### src/rtl/top.sv
// Registered barrel rotator: OUT loads IN rotated left by SHIFT on each clock.
// The rotate network has one stage per SHIFT bit; only the final result is registered.
module top #(
    parameter int WIDTH   = 8,
    parameter int SHIFT_W = 3
) (
    input  logic               clk,
    input  logic               rst_n,
    input  logic [WIDTH-1:0]   IN,
    input  logic [SHIFT_W-1:0] SHIFT,
    output logic [WIDTH-1:0]   OUT
);

    logic [WIDTH-1:0] out_d;
    logic [WIDTH-1:0] out_q;

    // Upper half of the doubled word shifted left is the circular rotate by 2^k.
    function automatic logic [WIDTH-1:0] rot_pow2(input logic [WIDTH-1:0] x, input int k);
        logic [2*WIDTH-1:0] dbl;
        dbl = {x, x} << (1 << k);
        return dbl[2*WIDTH-1:WIDTH];
    endfunction

    always_comb begin
        out_d = IN;
        for (int k = 0; k < SHIFT_W; k++) begin
            if (SHIFT[k]) begin
                out_d = rot_pow2(out_d, k);
            end
        end
    end

    always_ff @(posedge clk or negedge rst_n) begin
        if (!rst_n) begin
            out_q <= '0;
        end else begin
            out_q <= out_d;
        end
    end

    assign OUT = out_q;

endmodule

### config.mk
export PLATFORM = sky130hd
export DESIGN_NAME = top
export DESIGN_NICKNAME = d
export VERILOG_FILES = /design/src/rtl/top.sv
export SDC_FILE = /design/constraint.sdc
export NUM_CORES = 1
export LEC_CHECK = 0
export CAP_MARGIN = 20
export CORE_MARGIN = 5
export CORE_UTILIZATION = 35
export CTS_BUF_LIST = sky130_fd_sc_hd__clkbuf_8
export CTS_CLUSTER_DIAMETER = 30
export DETAILED_ROUTE_END_ITERATION = 12
export DONT_BUFFER_PORTS = 1
export PLACE_DENSITY = 0.55
export SYNTH_ARGS = -nofsm -noshare
export SYNTH_HDL_FRONTEND = slang
export SYNTH_SLANG_ARGS = --single-unit
### constraint.sdc
create_clock -name clk -period 0.8 [get_ports clk]
set_input_delay 0.04 -clock clk [delete_from_list [all_inputs] [get_ports clk]]
set_output_delay 0.04 -clock clk [all_outputs]
set_load 0.05 [all_outputs]
==> run summary, run 1 <==
* hold-fix buffers at CTS: 1
* highest cell delay on the worst timing path: 0.39 ns
* first-pass iteration count of the detailed router: 1
* final critical delay including setup and external delays: 0.8106 ns
* Hold Worst Slack: -0.02041 ns
* Max FO, Critical Path: 1
* maximum number of pins on one net before global-route repair: 9
* total via count after detailed routing: 285
* Synth Instances: 27
* Data arrival, critical path: 0.77 ns
* setup ws final: -0.01062 ns
* required time reported for the critical path endpoint: 0.76 ns
* CTS Sinks: 8
* buffers plus inverters on the worst setup path: 1
* GRT Overall Usage: 0.08579
* Hold/Removal Path Class: primary input to flip-flop
* vias in the first global route: 356
* sequential fraction of the synthesis area: 0.3800
* failing checks: hold timing, setup timing
* wirelength, routed: 857 µm
* number of library cell types mapped by synthesis: 5
* commonest cells after routing, fill and taps aside: dfrtp_1 (8), mux4_2 (8), mux2_2 (8)
* cell-by-cell listing of the critical path: buf_12
* nature of the critical path endpoint: output port
* hold violation total from the final report: 8
* Die Footprint: 2381 µm²
* actual slew at the worst max-slew pin: 0.3267 ns
* Netlist Area Pre-Place: 526.8 µm²
* family with the most delay on the worst path: flip-flops
* startpoint type of the worst setup path: flip-flop
* nets@finish: 51
* detail-routed net length per standard cell: 16.48 µm
* Detail Route Antenna Nets: 0
* Max Clock Freq: 1.234 GHz
* Critical Setup Path Class: flip-flop to output port
* global-route wire length before repair: 1.531 mm
* final weighted congestion in routability-driven placement: 0.6054
* number of nets produced by synthesis: 40
* worst vdd rail ir drop: 553.4 µV
* leak pwr: 0.0002564 µW
* areal power density over the cells: 2190 nW/µm²
* Largest register FFs: 8
* residual DRC count: 0
* y dimension of the die: 48.80 µm
* placeable core area: 1471 µm²
* DRC violation total after the first TritonRoute iteration: 0
* Reg clk slew, reported paths: 0.04 ns
* vias per inst: 5.481
* register bit count reported by yosys: 8
* cell at the root of the clock tree: clkbuf_8
* initial standard-cell utilization of the core: 0.3580
* final antenna diode count: 0
* status: finished with violations
* number of buffers inserted during clock tree synthesis: 3
* initial antenna violation count: 0
* Final Cycle Share: 1.013
* num ports: 21
* residual overflow from global routing: 0
* post-route setup TNS: -0.01062 ns
* worst-case headroom to the max-slew limit: 0.7815
* Area growth, synth to finish: 23.28%
* cell type of the slowest stage on the worst timing path: dfrtp_1
* Post-Place Worst Slack: -0.1297 ns
* site row count: 14
* Setup Buffers After CTS: 0
* Port Buffer Count: 0
* number of H-tree levels: 1
* Max Cap Violations: 0
* Final Max Slew Viols: 0
* synthesized area per cell: 19.51 µm²
* setup repair after global routing missed its margin: true
* Max Root-Sink Buffers: 2
* fraction of layout instances using a drive strength above 1: 0.7500
* count of endpoints failing setup in the final report: 1
* clock tree from TritonCTS: done
* die span in x: 48.80 µm
* count of warnings emitted by yosys: 0
## per-layer routing
layer	GRT usage	vias to the layer above	part of all wire
li1	-	128	-
met1	0.06667	133	0.31
met2	0.1239	24	0.46
met3	0.08563	0	0.23
met4	0.06726	0	0
met5	0	-	0
## kinds of logic (layout without fill, tap and decap cells)
group                  count (synthesis)  in the layout  synth area share
multiplexers                          16             16            0.5701
buffers and inverters                  3             12           0.04987
flip-flops                             8              8            0.3800
## repair_timing
action,CTS,global route
endpoints found under the hold margin,16,8
endpoints found under the setup margin,7,6
gates resized for setup,5,1
## Yosys cell counts (all sizes together)
master  number  area share
mux2         8        0.17
mux4         8        0.40
dfrtp        8        0.38
buf          3       0.050
## through the flow
step           hold slack, ns  std cells  utilization  area, µm²  power [µW]
6_report             -0.02041         52       0.4413      649.4        1422
3_5_place_dp          -0.2553         48       0.3912      575.6       934.5
4_1_cts              -0.02640         52       0.4388      645.6        1442
3_3_place_gp          -0.2553         48       0.3912      575.6       934.2
2_1_floorplan         -0.2556         27            -      509.2       828.1
5_1_grt              -0.02767         52       0.4413      649.4        1485
## path summary, 6_finish.rpt
kind,start,end,slack (ns),depth (start not counted)
max,OUT[1]$_DFF_PN0_,OUT[1],-0.01,1
min,SHIFT[1],OUT[7]$_DFF_PN0_,-0.02,1
min in group asynchronous,rst_n,OUT[1]$_DFF_PN0_,0.15,1
max in group asynchronous,rst_n,OUT[0]$_DFF_PN0_,0.40,1
## area by class of cell
class | count | area, µm²
fill | 144 | 822.0
timing repair buffer | 9 | 117.6
sequential | 8 | 200.2
multi-input combinational | 16 | 270.3
tap | 16 | 20.02
clock buffer | 3 | 41.29
## report_power, final
group / total, µW / internal [µW] / switching (µW)
clock network: 454 / 323 / 131
logic: 481 / 234 / 246
registers: 487 / 459 / 28.6
total: 1420 / 1020 / 406
Power figures use the tool's default switching activity.
==> run 2, diff against run 1 <==
--- a/config.mk
+++ b/config.mk
@@ -5,6 +5,7 @@
 export SDC_FILE = /design/constraint.sdc
 export NUM_CORES = 1
 export LEC_CHECK = 0
+export ABC_AREA = 1
 export CAP_MARGIN = 20
 export CORE_MARGIN = 5
 export CORE_UTILIZATION = 35
@@ -12,6 +13,7 @@
 export CTS_CLUSTER_DIAMETER = 30
 export DETAILED_ROUTE_END_ITERATION = 12
 export DONT_BUFFER_PORTS = 1
+export GPL_TIMING_DRIVEN = 0
 export PLACE_DENSITY = 0.55
 export SYNTH_ARGS = -nofsm -noshare
 export SYNTH_HDL_FRONTEND = slang
==> run 2 against run 1 <==
  * Die area up 1.5%
  * Hold slack improved by 0.099 ns
  * Global-route usage up 3.3 points
  * Largest cell class unchanged
  * The run now ends clean
  * Final cell count rose by 73%
  * Clock-buffer cell count is the same
  * Area after synthesis increased by 1.9%
==> run summary, run 2 <==
* status: completed, was finished with violations
* Most used DFF post-synth: dfrtp_1, unchanged
* startpoint type of the worst setup path: flip-flop, unchanged
* die span in x: 49.16 µm, was 48.80 µm
* CTS Sinks: 8, unchanged
* vias per inst: 5.500, was 5.481
* top routing layer in use: met4, was met3
* nets@finish: 89, was 51
* hold violation total from the final report: 0, was 8
* global-route wire length before repair: 2.201 mm, was 1.531 mm
* area share of the largest cell type after synthesis: 0.3730, was 0.3990
* areal power density over the cells: 2124 nW/µm², was 2190 nW/µm²
* worst-case headroom to the max-slew limit: 0.7704, was 0.7815
* Max FO, Critical Path: 1, unchanged
* number of H-tree levels: 1, unchanged
* Reg clk slew, reported paths: 0.04 ns, about the same
* post-route setup TNS: 0 ns, was -0.01062 ns
* residual DRC count: 0, unchanged
* Port Buffer Count: 0, unchanged
* placed cell area: 556.8 µm², was 575.6 µm²
* leading cell types by total area after synthesis: dfrtp_1 (37%), nand3_1 (26%), nand2_1 (11%), was mux4_1 (40%), dfrtp_1 (38%), mux2_2 (17%)
* detail-routed net length per standard cell: 13.67 µm, was 16.48 µm
* most common cell after layout, fill and taps aside: nand3_1
* first-pass iteration count of the detailed router: 4, was 1
* Post-synth EDFFs: 0, unchanged
* final antenna diode count: 0, unchanged
* Hold/Removal Path Class: primary input to flip-flop, unchanged
* proportion of synthesized flip-flops having asynchronous set or reset: 1.000, unchanged
* actual slew at the worst max-slew pin: 0.3433 ns, was 0.3267 ns
* Final Max Slew Viols: 0, unchanged
* critical path endpoint: OUT[7], was OUT[1]
* num ports: 21, unchanged
* Max Cap Violations: 0, unchanged
* Detail Placement HPWL: 1.016 mm
* final weighted congestion in routability-driven placement: 0.7947, was 0.6054
* number of library cell types mapped by synthesis: 10, was 5
* required time reported for the critical path endpoint: 0.76 ns, about the same
* maximum number of pins on one net before global-route repair: 10, was 9
* count of endpoints failing setup in the final report: 0, was 1
* Die Footprint: 2417 µm², was 2381 µm²
* register bit count reported by yosys: 8, unchanged
* site row count: 14, unchanged
* Area growth, synth to finish: 15.15%, was 23.28%
* Synth Instances: 70, was 27
* setup repair after global routing missed its margin: false, was true
* leak pwr: 0.0002920 µW, was 0.0002564 µW
* initial standard-cell utilization of the core: 0.3605, was 0.3580
* Setup Buffers After CTS: 0, unchanged
* count of warnings emitted by yosys: 0, unchanged
* top cells by instance count after synthesis: nand3_1 (28), nand2_1 (16), dfrtp_1 (8), nand2_2 (8), nand3_2 (4), was dfrtp_1 (8), mux2_2 (8), mux4_1 (8), buf_6 (2), buf_1 (1)
* wirelength, routed: 1.230 mm, was 857 µm
* placeable core area: 1489 µm², was 1471 µm²
* final critical delay including setup and external delays: 0.7719 ns, was 0.8106 ns
* Max Root-Sink Buffers: 2, unchanged
* sequential fraction of the synthesis area: 0.3730, was 0.3800
* commonest cells after routing, fill and taps aside: nand3_1 (28), nand2_1 (16), dfrtp_2 (8), nand2_2 (8), nand3_2 (4), was dfrtp_1 (8), mux4_2 (8), mux2_2 (8)
* detailed-route wire length on metal 1: 484 µm, was 266 µm
* Total Power: 1313 µW, was 1422 µW
* number of nets produced by synthesis: 83, was 40
* fraction of layout instances using a drive strength above 1: 0.3784, was 0.7500
* WL met2: 578 µm, was 395 µm
* critical path depth in cells: 0, was 1
* post-layout instance area: 618.1 µm², was 649.4 µm²
* final cell count without fillers: 90, was 52
* cell at the root of the clock tree: clkbuf_8, unchanged
* Largest register FFs: 8, unchanged
* number of buffers inserted during clock tree synthesis: 3, unchanged
* y dimension of the die: 49.16 µm, was 48.80 µm
* launch point of the critical path: OUT[7]$_DFF_PN0_, was OUT[1]$_DFF_PN0_
* Critical Setup Path Class: flip-flop to output port, unchanged
* Max Clock Freq: 1.295 GHz, was 1.234 GHz
* nature of the critical path endpoint: output port, unchanged
* total via count after detailed routing: 495, was 285
* Final Cycle Share: 0.9649, was 1.013
* DRC violation total after the first TritonRoute iteration: 10, was 0
* vias in the first global route: 497, was 356
* synthesized area per cell: 7.668 µm², was 19.51 µm²
* count of filler cells inserted in the layout: 154, was 144
* Netlist Area Pre-Place: 536.8 µm², was 526.8 µm²
* worst vdd rail ir drop: 508.1 µV, was 553.4 µV
* Data arrival, critical path: 0.73 ns, was 0.77 ns
* clock tree from TritonCTS: done, unchanged
* residual overflow from global routing: 0, unchanged
* post-synthesis cell type with the largest combined area: dfrtp_1, was mux4_1
* initial antenna violation count: 0, unchanged
* GRT Overall Usage: 0.1188, was 0.08579
* total met3 wirelength after detailed routing: 139 µm, was 195 µm
* most frequently used cell type in the post-synthesis netlist: nand3_1
* Detail Route Antenna Nets: 0, unchanged
* number of placed instances with taps included: 86, was 48
run 2: cell count changes after synthesis, sizes merged:
cell | previous run | this run
nand3 | 0 | 32
nand2 | 0 | 24
mux2 | 8 | 0
mux4 | 8 | 0
inv | 0 | 3
run 2: how the worst min path moves through the flow:
stage / to / from / depth (start not counted) / slack (ns)
after global routing: OUT[0]$_DFF_PN0_ / IN[2] / 4 / 0.11
final: OUT[4]$_DFF_PN0_ / IN[6] / 4 / 0.08
after CTS: OUT[4]$_DFF_PN0_ / IN[6] / 4 / 0.07
after detailed placement: OUT[3]$_DFF_PN0_ / rst_n / 0 / -0.26
after floorplan: OUT[0]$_DFF_PN0_ / rst_n / 0 / -0.26
after global placement: OUT[3]$_DFF_PN0_ / rst_n / 0 / -0.26
run 2: timing repair:
action / 4_1_cts / 5_1_grt
hold buffers: 1 / 0
endpoints found under the hold margin: 8 / 0
resized for setup: 8 / 0
endpoints found under the setup margin: 8 / 0
run 2: layout make-up:
type | count | area [µm²] | share of cell area
clock buffer | 3 | 41.29 | 0.06680
multi-input combinational | 56 | 290.3 | 0.4696
sequential | 8 | 210.2 | 0.3401
timing repair buffer | 1 | 10.01 | 0.01619
inverter | 3 | 18.77 | 0.03036
buffer | 3 | 27.53 | 0.04453
tap | 16 | 20.02 | 0.03239
run 2: through the flow:
stage,setup slack (ns),hold slack [ns],utilization
global placement,0.1259,-0.2554,0.3740
floorplan,0.1741,-0.2556,-
CTS,0.01906,0.07299,0.4151
finish,0.02807,0.07867,0.4151
detailed placement,0.1191,-0.2554,0.3740
global route,0.009680,0.1080,0.4151
run 2: kinds of logic after synthesis:
kind of cell  count (synthesis)  share of synthesized area
buf+inv                       6                    0.08622
flops                         8                     0.3730
simple gates                 56                     0.5408
run 2: power by group:
part	internal, µW	total [µW]	leakage, µW	switching, µW
clock	324	464	0.0000216	140
combinational	78.6	209	0.000184	130
sequential	460	640	0.0000868	180
total	862	1310	0.000292	451
run 2: layer usage:
metal | vias to the layer above | track usage
met5 | - | 0
met4 | 0 | 0.08072
met3 | 4 | 0.05199
met2 | 25 | 0.1609
met1 | 216 | 0.1479
li1 | 250 | -
